<file path="config.mk">
export PLATFORM = sky130hd
export DESIGN_NAME = hp_write_dma
export DESIGN_NICKNAME = d
export VERILOG_FILES = /design/src/rtl/axi3_pkg.sv /design/src/rtl/sync_fifo.sv /design/src/rtl/hp_write_dma.sv
export SDC_FILE = /design/constraint.sdc
export NUM_CORES = 1
export LEC_CHECK = 0
export BUFFER_PORTS_ARGS = -buffer_cell sky130_fd_sc_hd__buf_2
export CAP_MARGIN = 30
export CORE_UTILIZATION = 30
export CTS_CLUSTER_DIAMETER = 120
export DETAILED_ROUTE_END_ITERATION = 6
export SYNTH_ARGS = -nofsm -noshare
export SYNTH_HDL_FRONTEND = slang
export SYNTH_SLANG_ARGS = --single-unit
</file>
<file path="constraint.sdc">
create_clock -name i_clock -period 5.7 [get_ports i_clock]
set_input_delay 0.855 -clock i_clock [delete_from_list [all_inputs] [get_ports i_clock]]
set_output_delay 0.855 -clock i_clock [all_outputs]
set_load 0.02 [all_outputs]
</file>
<file path="src/rtl/axi3_pkg.sv">
// rtl/axi3_pkg.sv - AXI3 encodings and the write-DMA state type.
package axi3_pkg;

  localparam logic [1:0] BURST_FIXED = 2'b00;
  localparam logic [1:0] BURST_INCR  = 2'b01;
  localparam logic [1:0] BURST_WRAP  = 2'b10;

  localparam logic [2:0] SIZE_4B = 3'b010;

  localparam logic [1:0] RESP_OKAY   = 2'b00;
  localparam logic [1:0] RESP_EXOKAY = 2'b01;
  localparam logic [1:0] RESP_SLVERR = 2'b10;
  localparam logic [1:0] RESP_DECERR = 2'b11;

  localparam logic [3:0] CACHE_BUFFERABLE  = 4'b0001;
  localparam logic [3:0] CACHE_MODIFIABLE  = 4'b0010;
  localparam logic [3:0] CACHE_READ_ALLOC  = 4'b0100;
  localparam logic [3:0] CACHE_WRITE_ALLOC = 4'b1000;

  typedef enum logic [2:0] {
    ST_IDLE,
    ST_FILL,
    ST_ADDR,
    ST_DATA,
    ST_RESP
  } dma_state_t;

endpackage

</file>
<file path="src/rtl/sync_fifo.sv">
// rtl/sync_fifo.sv - single-clock show-ahead FIFO; rdata is the head entry.
module sync_fifo #(
  parameter int WIDTH = 32,
  parameter int DEPTH = 16,
  localparam int AW = $clog2(DEPTH)
) (
  input  logic             i_clock,
  input  logic             i_reset,
  input  logic             i_push,
  input  logic             i_pop,
  input  logic [WIDTH-1:0] i_wdata,
  output logic [WIDTH-1:0] o_rdata,
  output logic             o_full,
  output logic             o_empty,
  output logic [AW:0]      o_count
);

  logic [WIDTH-1:0] r_mem [DEPTH];
  logic [AW-1:0]    r_wptr;
  logic [AW-1:0]    r_rptr;
  logic [AW:0]      r_count;
  logic             w_do_push;
  logic             w_do_pop;

  assign o_full    = (r_count == (AW+1)'(DEPTH));
  assign o_empty   = (r_count == '0);
  assign o_count   = r_count;
  assign o_rdata   = r_mem[r_rptr];
  assign w_do_push = i_push && !o_full;
  assign w_do_pop  = i_pop && !o_empty;

  always_ff @(posedge i_clock) begin
    if (w_do_push) r_mem[r_wptr] <= i_wdata;
  end

  always_ff @(posedge i_clock or posedge i_reset) begin
    if (i_reset) begin
      r_wptr  <= '0;
      r_rptr  <= '0;
      r_count <= '0;
    end else begin
      if (w_do_push) r_wptr <= r_wptr + 1'b1;
      if (w_do_pop)  r_rptr <= r_rptr + 1'b1;
      case ({w_do_push, w_do_pop})
        2'b10:   r_count <= r_count + 1'b1;
        2'b01:   r_count <= r_count - 1'b1;
        default: r_count <= r_count;
      endcase
    end
  end

endmodule

</file>
<file path="src/rtl/hp_write_dma.sv">
// rtl/hp_write_dma.sv - AXI3 write-only master: stream words to DRAM in INCR bursts of up to 16 beats.
module hp_write_dma
  import axi3_pkg::*;
#(
  parameter logic [5:0] AXI_ID = 6'd0,
  parameter logic [3:0] CACHE  = 4'b0011,
  parameter logic [2:0] PROT   = 3'b000
) (
  input  logic        i_clock,
  input  logic        i_reset,
  input  logic        i_start,
  input  logic [31:0] i_base_addr,
  input  logic [23:0] i_length,
  output logic        o_busy,
  output logic        o_done,
  output logic        o_error,
  input  logic [31:0] i_in_data,
  input  logic        i_in_valid,
  output logic        o_in_ready,
  output logic        o_awvalid,
  input  logic        i_awready,
  output logic [31:0] o_awaddr,
  output logic [3:0]  o_awlen,
  output logic [2:0]  o_awsize,
  output logic [1:0]  o_awburst,
  output logic [1:0]  o_awlock,
  output logic [3:0]  o_awcache,
  output logic [2:0]  o_awprot,
  output logic [3:0]  o_awqos,
  output logic [5:0]  o_awid,
  output logic        o_wvalid,
  input  logic        i_wready,
  output logic [31:0] o_wdata,
  output logic [3:0]  o_wstrb,
  output logic        o_wlast,
  output logic [5:0]  o_wid,
  input  logic        i_bvalid,
  output logic        o_bready,
  input  logic [1:0]  i_bresp,
  input  logic [5:0]  i_bid
);

  dma_state_t  r_state;
  logic [31:0] r_addr;
  logic [23:0] r_remaining;
  logic [23:0] r_to_accept;
  logic [4:0]  r_beats;
  logic [3:0]  r_beat_cnt;
  logic        r_busy;
  logic        r_done;
  logic        r_error;
  logic        r_awvalid;
  logic        r_wvalid;
  logic        r_wlast;
  logic        r_bready;

  logic        w_push;
  logic        w_pop;
  logic        w_fifo_full;
  logic        w_fifo_empty;
  logic [4:0]  w_fifo_count;
  logic [31:0] w_fifo_rdata;
  logic [4:0]  w_beats;
  logic        w_unused;

  sync_fifo #(.WIDTH(32), .DEPTH(16)) u_fifo (
    .i_clock (i_clock),
    .i_reset (i_reset),
    .i_push  (w_push),
    .i_pop   (w_pop),
    .i_wdata (i_in_data),
    .o_rdata (w_fifo_rdata),
    .o_full  (w_fifo_full),
    .o_empty (w_fifo_empty),
    .o_count (w_fifo_count)
  );

  // The producer may run ahead of the AXI side but never past the programmed length.
  assign o_in_ready = r_busy && !w_fifo_full && (r_to_accept != '0);
  assign w_push     = i_in_valid && o_in_ready;
  assign w_pop      = r_wvalid && i_wready;
  assign w_beats    = (r_remaining > 24'd16) ? 5'd16 : r_remaining[4:0];
  assign w_unused   = ^{i_bid, w_fifo_empty};

  assign o_busy    = r_busy;
  assign o_done    = r_done;
  assign o_error   = r_error;
  assign o_awvalid = r_awvalid;
  assign o_awaddr  = r_addr;
  assign o_awlen   = 4'(r_beats - 5'd1);
  assign o_awsize  = SIZE_4B;
  assign o_awburst = BURST_INCR;
  assign o_awlock  = 2'b00;
  assign o_awcache = CACHE;
  assign o_awprot  = PROT;
  assign o_awqos   = 4'd0;
  assign o_awid    = AXI_ID;
  assign o_wvalid  = r_wvalid;
  assign o_wdata   = w_fifo_rdata;
  assign o_wstrb   = 4'hF;
  assign o_wlast   = r_wlast;
  assign o_wid     = AXI_ID;
  assign o_bready  = r_bready;

  always_ff @(posedge i_clock or posedge i_reset) begin
    if (i_reset) begin
      r_state     <= ST_IDLE;
      r_addr      <= '0;
      r_remaining <= '0;
      r_to_accept <= '0;
      r_beats     <= '0;
      r_beat_cnt  <= '0;
      r_busy      <= 1'b0;
      r_done      <= 1'b0;
      r_error     <= 1'b0;
      r_awvalid   <= 1'b0;
      r_wvalid    <= 1'b0;
      r_wlast     <= 1'b0;
      r_bready    <= 1'b0;
    end else begin
      r_done <= 1'b0;
      if (w_push) r_to_accept <= r_to_accept - 24'd1;
      case (r_state)
        ST_IDLE: begin
          if (i_start) begin
            if (i_length != '0) begin
              r_addr      <= i_base_addr;
              r_remaining <= i_length;
              r_to_accept <= i_length;
              r_error     <= 1'b0;
              r_busy      <= 1'b1;
              r_state     <= ST_FILL;
            end else begin
              r_done <= 1'b1;
            end
          end
        end
        ST_FILL: begin
          // A whole burst is buffered before AW so W never starves mid-burst.
          if (w_fifo_count >= w_beats) begin
            r_beats   <= w_beats;
            r_awvalid <= 1'b1;
            r_state   <= ST_ADDR;
          end
        end
        ST_ADDR: begin
          if (i_awready) begin
            r_awvalid  <= 1'b0;
            r_wvalid   <= 1'b1;
            r_wlast    <= (r_beats == 5'd1);
            r_beat_cnt <= '0;
            r_state    <= ST_DATA;
          end
        end
        ST_DATA: begin
          if (i_wready) begin
            if (r_wlast) begin
              r_wvalid <= 1'b0;
              r_wlast  <= 1'b0;
              r_bready <= 1'b1;
              r_state  <= ST_RESP;
            end else begin
              r_beat_cnt <= r_beat_cnt + 4'd1;
              r_wlast    <= (({1'b0, r_beat_cnt} + 5'd2) == r_beats);
            end
          end
        end
        ST_RESP: begin
          if (i_bvalid) begin
            r_bready    <= 1'b0;
            if (i_bresp != RESP_OKAY) r_error <= 1'b1;
            r_remaining <= r_remaining - 24'(r_beats);
            r_addr      <= r_addr + 32'({r_beats, 2'b00});
            if (r_remaining == 24'(r_beats)) begin
              r_done  <= 1'b1;
              r_busy  <= 1'b0;
              r_state <= ST_IDLE;
            end else begin
              r_state <= ST_FILL;
            end
          end
        end
        default: r_state <= ST_IDLE;
      endcase
    end
  end

endmodule

</file>
==> results.toml, run 1 <==
[timing]
slew_headroom_pct = 32.53
setup_viol_count_final = 0
finalCritPeriodShare_pct = 71.53
final_max_slew_viol_count = 0
finalSetupTns_ns = 0
max_freq_ghz = 0.2453
fin_ws_ns = 1.623
worst_slew_pin_slew_ns = 1.003
finalCriticalPeriod_ns = 4.077
hold_viol = 0
rsz0062_at_grt = "false"
finalClockSkew_ns = 0.02636

[outcome]
outcome = "finished clean"

[yosys]
synth_top_area_share_pct = 57.76
synth_area_per_cell_sq_um = 16.91
synth_edf_count = 512
async_flop_share_pct = 17.95
seq_area_frac_synth_pct = 68.29
ys.flop_type = "edfxtp_1"
postSynthCellCount = 1574
yosys_warnings = 0
synthTopCellsByArea = "edfxtp_1 (58%), mux4_2 (14%), dfrtp_1 (11%)"
synth.cell_area_sq_um = 26620
ys_types = 74
yosys.area.top_type = "edfxtp_1"
ys_seq_elements = 624

[clock_tree]
cts_hold_buf = 0
cts_root_buf = "clkbuf_16"
htreeDepth = 3
cts_tree = "yes"
cts-buffers-inserted = 67
cts_sinks = 624
ctsResizeCount = 0
clk_latency_ns = 0.61
clockBufferDepth = 3
postCtsSetupBuffers = 0
clkSlewWorstSetupHoldPaths_ns = 0.06

[worst_setup_path]
arrival_ns = 3.22
crit_path_start_kind = "flip-flop"
cpMaxStageDelayCell = "dfrtp_4"
crit_top_cell = "mux4_2"
path_max_fanout = 59
required_ns = 4.85
path_cells = "buf_4 -> mux4_2 -> mux4_2 -> buf_2"
r2r_end = "r_beats[0]"
slowest_delay_ns = 0.98
cp-end-kind = "output pin"
rr_startpoint = "r_remaining[17]"
ff2ff_setup_slack_ns = 1.82
reg2reg_depth = 12
path_class = "reg2out"

[power]
irDropWorstVdd_uv = 289.9
leakagePower_nw = 10.55
power.density_nw_per_um2 = 503.0

[placed_design]
pre_cts_ws_ns = 1.860
dp_cells = 2857
portBuffers = 172
hpwlAfterDp_mm = 38.38
place_congestion = 0.8527

[grt]
grt_max_degree = 78
grtUsageTotal_pct = 14.16
grt_pass1_vias = 15710
grt_pass1_wl_mm = 97.30
antenna_found_initial = 16
grt_overflow = 0

[drt]
ant_nets = 0
drt_iter0_drc = 1116
drt_wl_total_mm = 63.43
via_per_inst = 5.028
vias = 14998
drc = 0
drt-pass1-iter-count = 6
avgRoutedWirePerCell_um = 21.27

[flow_run]
max_cap_viol_count = 0

[floorplanning]
core-area_sq_um = 87290
fp.dieH_um = 299.9
io_pins = 213
fp.dieArea_sq_um = 89920
row_count = 108
die_w_um = 299.9
start_util_pct = 30.49

[layout]
syn_to_final_growth_pct = 16.78
final_util_pct = 35.61
nets = 1908
drive_gt1_share_pct = 27.96
layout.cells.non_filler = 2983

[hold_path]
holdCritPathClass = "in2async"
==> logic make-up after synthesis <==
logic type / Yosys count / share of synthesized area, %
flops: 624 / 68.29
simple gates: 327 / 6.393
compound gates: 232 / 5.622
mux: 177 / 14.19
buf+inv: 138 / 2.491
xor+xnor: 41 / 1.349
fa+ha+maj: 33 / 1.636
other cells: 2 / 0.02821
==> critical path: cells and delay by family (launching register included) <==
kind                   cells  cell delay, ns
flip-flops                 1            0.98
buffers and inverters      2            0.64
multiplexers               2            0.89
==> worst max-delay path by stage <==
stage | from | to | slack [ns] | depth (start not counted)
floorplan | i_in_valid | u_fifo.r_mem[4][0] | 1.21 | 6
global route | u_fifo.r_rptr[0] | o_wdata[10] | 1.50 | 4
CTS | u_fifo.r_rptr[1] | o_wdata[4] | 1.57 | 4
detailed placement | r_remaining[17] | r_beats[0] | 1.86 | 12
global placement | r_remaining[17] | r_beats[0] | 1.83 | 12
finish | u_fifo.r_rptr[1] | o_wdata[28] | 1.62 | 4
==> sequential cells by signal, indices dropped and copies added, names as in the netlist, 3 cells and up <==
| name | count |
|---|---|
| u_fifo.o_count | 5 |
| r_to_accept | 24 |
| u_fifo.r_wptr | 4 |
| r_remaining | 24 |
| u_fifo.r_mem | 512 |
| r_beat_cnt | 4 |
| u_fifo.r_rptr | 4 |
| r_beats | 5 |
| r_state | 3 |
| o_awaddr | 32 |
==> synth_stat cells (4+ instances only) <==
library cell and n:
edfxtp_1 512, mux4_2 160, dfrtp_1 112, nand2_1 95, nor2_1 65, a21oi_1 59
clkbuf_1 53, o21ai_0 48, buf_4 34, nor3_1 31, ha_1 30, inv_1 28
xnor2_1 25, nand3_1 22, nor4_1 20, buf_1 18, o22ai_1 17, nand4_1 16
xor2_1 16, a211oi_1 15, mux2i_1 14, a21o_1 12, and2_1 12, o21a_1 12
nor2b_1 10, a31oi_1 9, nor3b_1 9, and3_1 7, and4_1 7, o21ai_1 6
nand2b_1 5, o211a_1 5, o2bb2ai_1 5, o31ai_1 5, or3_1 5, a22oi_1 4
o22a_1 4, or2_2 4
==> report_power, final <==
| group | total, W | switching [W] | leakage (nW) | internal, W |
|---|---|---|---|---|
| Clock | 0.00439 | 0.00182 | 1.09 | 0.00257 |
| Sequential | 0.00631 | 0.000638 | 5.95 | 0.00568 |
| Combinational | 0.00493 | 0.00274 | 3.52 | 0.00220 |
| Total | 0.0156 | 0.00520 | 10.6 | 0.0104 |
==> cells in the final DEF (no fill, tap or decap), types with 27 or more instances in the layout <==
| master | Yosys | final |
|---|---|---|
| edfxtp_1 | 512 | 512 |
| buf_2 | 2 | 172 |
| mux4_2 | 160 | 160 |
| dfrtp_1 | 112 | 108 |
| nand2_1 | 95 | 94 |
| clkbuf_16 | 0 | 69 |
| nor2_1 | 65 | 65 |
| a21oi_1 | 59 | 59 |
| o21ai_0 | 48 | 48 |
| conb_1 | 2 | 34 |
| nor3_1 | 31 | 31 |
| buf_4 | 34 | 31 |
| ha_1 | 30 | 30 |
| inv_1 | 28 | 27 |
==> metrics by stage <==
step           hold WS [ns]  area, sq um  power (W)
2_1_floorplan        0.4571        26740   0.009798
3_3_place_gp         0.4583        28820    0.01128
3_5_place_dp         0.4580        28820    0.01140
4_1_cts              0.4182        31050    0.01581
5_1_grt              0.4486        31080    0.01642
6_report             0.4065        31080    0.01564
==> area by class of cell <==
| class | instances | area, sq um |
|---|---|---|
| antenna | 4 | 10.01 |
| clock buffer | 82 | 1815 |
| clock inverter | 39 | 419.2 |
| fill | 8239 | 56210 |
| inverter | 29 | 111.4 |
| multi-input combinational | 844 | 7943 |
| sequential | 624 | 18190 |
| tap | 1155 | 1445 |
| timing repair buffer | 206 | 1154 |
==> routing by layer <==
layer  GRT usage (%)  wire, um  vias up
li1                -         -     6634
met1           17.76     25860     7746
met2           24.39     32130      473
met3           3.201      3824      123
met4           4.106      1501       22
met5               0       127        -
No activity file was read; power rests on OpenSTA's default activity.
==> run 2, diff against run 1 <==
Settings changed: ABC_AREA set to 1.
Clock period 5.7 ns to 3.5 ns, I/O delays scaled along.
==> run 2 against run 1 <==
  * The run now ends with design-rule violations left
  * Synthesized cell count increased by 74%
  * First-iteration DRC count increased by 51%
  * Clock power increased by 67%
  * Routed wire length increased by 18%
  * Sequential power increased by 60%
  * Worst hold slack got worse by 0.29 ns
  * Sequential share of layout area decreased by 4.9 points
  * Cell count increased by 43%
  * Non-clock buffer count increased by 21
  * Via count increased by 34%
==> results.toml, run 2 <==
[floorplanning]
io_pins = 213
fp.dieArea_sq_um = 99230
core-area_sq_um = 96850
row_count = 114
die_w_um = 315.0
start_util_pct = 30.35
fp.dieH_um = 315.0

[layout]
final_util_pct = 35.03
syn_to_final_growth_pct = 15.44
nets = 3054
multi_input_area_sq_um = 9244
seqCellArea_sq_um = 18190
fin_area_sq_um = 33930
regMostFlops = "u_fifo.r_mem"
final_cell_mix = "nand2_1 (526), edfxtp_1 (512), inv_1 (283), o21ai_0 (212), nor2_1 (181)"
largest_register_ff_count = 512
n_fill_cell = 9560
drive_gt1_share_pct = 12.97
layout.cells.most_common = "nand2_1"

[hold_path]
hold-path-cell-count = 3
min_from = "i_base_addr[1]"
whs_endpoint = "o_awaddr[1]"
holdCritPathClass = "in2reg"

[timing]
finalClockSkew_ns = 0.05903
final_max_slew_viol_count = 0
hold_viol = 0
setup_viol_count_final = 0
finalCritPeriodShare_pct = 89.86
rsz0062_at_grt = "false"
worst_slew_pin_slew_ns = 0.9452
fin_ws_ns = 0.3548
finalCriticalPeriod_ns = 3.145
slew_headroom_pct = 36.99
max_freq_ghz = 0.3179

[grt]
grt_max_degree = 120
grt_pass1_wl_mm = 114.8
grt_overflow = 0
grt_pass1_vias = 19305
grtUsageTotal_pct = 15.09
antenna_found_initial = 6

[yosys]
seq_area_frac_synth_pct = 61.84
synthTopCellsByCount = "nand2_1 (526), edfxtp_1 (512), inv_1 (284)"
yosys.area.top_type = "edfxtp_1"
synth_top_area_share_pct = 52.31
synth.cell_area_sq_um = 29390
ys.flop_type = "edfxtp_1"
synth.most_common_cell = "nand2_1"
ys_types = 50
ys_seq_elements = 624
synthTopCellsByArea = "edfxtp_1 (52%), dfrtp_1 (9.5%), nand2_1 (6.7%)"
synth_area_per_cell_sq_um = 10.71
async_flop_share_pct = 17.95
yosys_warnings = 0
synth_edf_count = 512
postSynthCellCount = 2745

[worst_setup_path]
path_max_fanout = 49
ff2ff_setup_slack_ns = 0.61
rr_startpoint = "r_remaining[12]"
reg2reg_depth = 17
path_class = "reg2out"
required_ns = 2.97
arrival_ns = 2.62
crit_path_start_kind = "flip-flop"
slowest_delay_ns = 0.61
cpMaxStageDelayCell = "dfrtp_4"
r2r_end = "r_beats[0]"
path_cells = "buf_12 -> buf_12 -> mux2i_1 -> o21ai_0 -> o211ai_1 -> nand2_1 -> buf_2"
cp-end-kind = "output pin"
crit_top_cell = "buf_12"

[clock_tree]
cts-buffers-inserted = 73
clockBufferDepth = 3
clkSlewWorstSetupHoldPaths_ns = 0.05
cts_sinks = 624
cts_root_buf = "clkbuf_16"
clk_latency_ns = 0.66
htreeDepth = 3
postCtsSetupBuffers = 0
cts_tree = "yes"

[drt]
ant_nets = 0
vias = 20062
avgRoutedWirePerCell_um = 17.54
drt_wl_total_mm = 74.61
drt-pass1-iter-count = 7
drt_iter0_drc = 1682
drc = 39
via_per_inst = 4.717

[power]
switching_power_w = 0.01112
irDropWorstVdd_uv = 630.8
seqPwrFrac_pct = 36.2
p_comb_share_pct = 37.5
power.density_nw_per_um2 = 823.3
p_int_w = 0.01681
leakagePower_nw = 13.35
clkPwrFrac_pct = 26.2
swShare_pct = 39.80

[flow_run]
max_cap_viol_count = 0

[placed_design]
pre_cts_ws_ns = 0.6915
place_congestion = 0.8997
hpwlAfterDp_mm = 44.19
portBuffers = 172
placed_area_sq_um = 31590

[outcome]
outcome = "finished, violations left"
violations = "design-rule violations"
run 2: cell types whose count changed after synthesis, sizes merged, moves of 130 or more:
| cell | previous run | this run |
|---|---|---|
| mux4 | 160 | 0 |
| inv | 29 | 287 |
| nand2 | 96 | 530 |
| nor2 | 65 | 206 |
| o211ai | 5 | 135 |
| o21ai | 54 | 235 |
run 2: worst max path at each step:
| stage | end | slack (ns) | cells past startpoint | startpoint |
|---|---|---|---|---|
| final | o_wdata[5] | 0.35 | 7 | u_fifo.r_rptr[0] |
| after global routing | o_wdata[24] | 0.16 | 7 | u_fifo.r_rptr[0] |
| after CTS | o_wdata[5] | 0.27 | 7 | u_fifo.r_rptr[0] |
| after detailed placement | r_beats[0] | 0.69 | 17 | r_remaining[12] |
| after global placement | r_beats[0] | 0.70 | 17 | r_remaining[12] |
| after floorplan | u_fifo.r_mem[7][0] | -0.33 | 10 | r_to_accept[0] |
run 2: cells by family after synthesis:
group	after synthesis	share of synthesized area [%]
AOI/OAI and AO/OA	536	10.44
xor gates and xnor gates	32	0.9536
adders and majority gates	33	1.481
buffers and inverters	450	7.505
DFF	624	61.84
muxes	128	4.359
other	2	0.02555
and+or+nand+nor	940	13.39
run 2: worst max-delay path, delay by kind of cell, from the launching register on:
family	cells	cell delay [ns]
muxes	1	0.21
and+or+nand+nor	1	0.11
buffers and inverters	3	0.71
DFF	1	0.61
AOI/OAI and AO/OA	2	0.32
run 2: layout make-up:
| type | count | area share, % |
|---|---|---|
| Tap cell | 1276 | 4.705 |
| Timing Repair Buffer | 227 | 4.351 |
| Sequential cell | 624 | 53.61 |
| Clock buffer | 85 | 5.546 |
| Multi-Input combinational cell | 1703 | 27.24 |
| Antenna cell | 2 | 0.01475 |
| Clock inverter | 47 | 1.309 |
| Inverter | 289 | 3.219 |
run 2: metrics by stage:
step / hold WS [ns] / TNS, ns / std cells / power [W]
after detailed placement: 0.4639 / 0 / 4118 / 0.02083
after global routing: 0.08838 / 0 / 4251 / 0.02983
after global placement: 0.4665 / 0 / 4118 / 0.02070
after floorplan: 0.4708 / -20.92 / 2777 / 0.01779
final: 0.1143 / 0 / 4253 / 0.02793
after CTS: 0.06798 / 0 / 4251 / 0.02824
run 2: power by group through the flow:
stage	Clock, W	Sequential [W]	Combinational, W
after floorplan	0	0.0102	0.00755
after global routing	0.00782	0.0103	0.0117
after global placement	0	0.0102	0.0105
final	0.00732	0.0101	0.0105
after CTS	0.00752	0.0101	0.0106
after detailed placement	0	0.0102	0.0106
run 2: routing by layer:
| metal | vias to the layer above | GRT usage [%] | share of wire (%) |
|---|---|---|---|
| met1 | 9608 | 19.70 | 43 |
| li1 | 9794 | - | - |
| met5 | - | 0 | 0.062 |
| met3 | 101 | 3.125 | 6.4 |
| met2 | 551 | 25.23 | 48 |
| met4 | 8 | 4.115 | 2.0 |
run 2: repair_timing:
| action | CTS | global route |
|---|---|---|
| endpoints found under the hold margin | 31 | 0 |
| resized for setup | 0 | 0 |
| hold buffers | 1 | 0 |
==> run 3, diff against run 2 <==
Settings changed: REMOVE_ABC_BUFFERS set to 1.
==> run 3 against run 2 <==
  * Cell area barely moved
  * Combinational power barely moved
  * Fmax fell by 3.6%
  * Sequential share of layout area barely moved
  * Utilization barely moved
  * Non-clock buffer count fell by 9
  * Die area did not move
  * The flow still finishes with violations (design-rule violations)
  * First-iteration DRC count fell by 25%
  * Critical path depth fell by 1
==> results.toml, run 3 (synthesis gave the netlist of run 2 again) <==
[floorplanning]
start_util_pct = 30.35
fp.dieH_um = 315.0
die_w_um = 315.0
core-area_sq_um = 96850
fp.dieArea_sq_um = 99230
io_pins = 213
row_count = 114

[timing]
slew_headroom_pct = 40.81
finalCritPeriodShare_pct = 93.25
worst_slew_pin_slew_ns = 0.8866
rsz0062_at_grt = "false"
hold_viol = 0
setup_viol_count_final = 0
finalClockSkew_ns = 0.03935
final_max_slew_viol_count = 0
max_freq_ghz = 0.3064
finalCriticalPeriod_ns = 3.264

[worst_setup_path]
required_ns = 2.97
cpMaxStageDelayCell = "dfrtp_4"
slowest_delay_ns = 0.72
path_max_fanout = 87
cp-end-kind = "output pin"
crit_path_start_kind = "flip-flop"
arrival_ns = 2.74
critical-path-top-delay-family = "flip-flops"
cp_num_buf_inv = 2
path_cells = "buf_12 -> mux2i_1 -> o21ai_1 -> o211ai_1 -> nand2_1 -> buf_2"
path_class = "reg2out"

[placed_design]
hpwlAfterDp_mm = 43.26
placed_area_sq_um = 31590
dp_cells = 4108
portBuffers = 172
place_congestion = 0.8789

[grt]
antenna_found_initial = 10
grtUsageTotal_pct = 14.75
grt_pass1_wl_mm = 112.8
grt_pass1_vias = 19355
grt_overflow = 0
grt_max_degree = 88

[clock_tree]
clk_latency_ns = 0.64
cts_root_buf = "clkbuf_16"
cts_tree = "yes"
clkSlewWorstSetupHoldPaths_ns = 0.05
clockBufferDepth = 3
cts-buffers-inserted = 71
htreeDepth = 3
cts_sinks = 624

[hold_path]
holdCritPathClass = "in2reg"

[drt]
drc = 24
drt_iter0_drc = 1266
via_per_inst = 4.724
ant_nets = 0
drt_wl_total_mm = 73.59
avgRoutedWirePerCell_um = 17.36
drt-pass1-iter-count = 7
vias = 20019

[power]
irDropWorstVdd_uv = 808.6
p_comb_share_pct = 37.0
clkPwrFrac_pct = 26.1
p_int_w = 0.01683
seqPwrFrac_pct = 36.9
swShare_pct = 39.53
power.density_nw_per_um2 = 820.7
switching_power_w = 0.01100
leakagePower_nw = 13.29

[layout]
largest_register_ff_count = 512
final_cell_mix = "nand2_1 (526), edfxtp_1 (512), inv_1 (283), o21ai_0 (212), nor2_1 (181)"
regMostFlops = "u_fifo.r_mem"
syn_to_final_growth_pct = 15.38
fin_area_sq_um = 33910
layout.cells.most_common = "nand2_1"
nets = 3043
layout.cells.non_filler = 4238
drive_gt1_share_pct = 12.47

[outcome]
violations = "design-rule violations"
outcome = "finished, violations left"

[flow_run]
max_cap_viol_count = 0
run 3: changes by cell type in the layout (fill, tap and decap cells not counted), moves of 2 or more:
cell / previous run / this run
buf_4: 38 / 22
buf_12: 16 / 22
clkinv_2: 16 / 11
clkbuf_8: 1 / 4
clkbuf_1: 11 / 13
clkbuf_16: 73 / 71
clkinv_4: 3 / 1
clkinvlp_4: 2 / 0
run 3: stage by stage:
stage / setup WS (ns) / power, W / TNS, ns / hold slack, ns / utilization (%)
6_report: 0.2364 / 0.02783 / 0 / 0.1156 / 35.01
5_1_grt: 0.04937 / 0.02972 / 0 / 0.09654 / 35.01
4_1_cts: 0.03988 / 0.02810 / 0 / 0.07175 / 34.98
3_5_place_dp: 0.7043 / 0.02074 / 0 / 0.4682 / 32.62
3_3_place_gp: 0.7004 / 0.02063 / 0 / 0.4650 / 32.62
2_1_floorplan: -5.713 / 0.01661 / -239.21 / 0.4708 / -
run 3: what timing repair did:
| item | 4_1_cts | 5_1_grt |
|---|---|---|
| endpoints found under the hold margin | 14 | 0 |
| resized for setup | 0 | 0 |
| setup buffers | 0 | 1 |
| hold buffers | 1 | 0 |
| setup endpoints to repair | 0 | 3 |
run 3: power groups by stage:
| stage | clock network [W] | logic [W] | registers, W |
|---|---|---|---|
| after floorplan | 0 | 0.00584 | 0.0108 |
| after global placement | 0 | 0.0102 | 0.0104 |
| after detailed placement | 0 | 0.0103 | 0.0104 |
| after CTS | 0.00745 | 0.0104 | 0.0103 |
| after global routing | 0.00772 | 0.0116 | 0.0104 |
| final | 0.00727 | 0.0103 | 0.0103 |
run 3: area by class of cell:
type	instances	area (sq um)
Fill cell	9672	62940
Antenna cell	2	5.005
Inverter	289	1092
Clock inverter	38	399.1
Multi-Input combinational cell	1703	9244
Sequential cell	624	18190
Timing Repair Buffer	218	1504
Tap cell	1276	1597
Clock buffer	88	1881
run 3: layer usage:
layer	GRT usage, %	wire, um	vias up
li1	-	-	9766
met1	19.12	32520	9624
met2	24.46	34760	491
met3	3.302	4624	124
met4	4.490	1583	14
met5	0	92	-
run 3: path summary, 6_finish.rpt:
check | startpoint | endpoint | slack, ns | cells after the start
max | u_fifo.r_rptr[0] | o_wdata[23] | 0.24 | 6
max in group asynchronous | i_reset | r_remaining[15] | 2.18 | 4
min | i_base_addr[1] | o_awaddr[1] | 0.12 | 3
min reg2reg | o_awaddr[0] | o_awaddr[0] | 0.49 | 2
min in group asynchronous | i_reset | u_fifo.o_count[2] | 0.54 | 3
max reg2reg | r_remaining[14] | r_beats[3] | 0.72 | 14
run 3: worst min-delay path, cell delays in order:
cell	delay, ns
buf_2	0.07
nand2_1	0.04
nand2_1	0.04
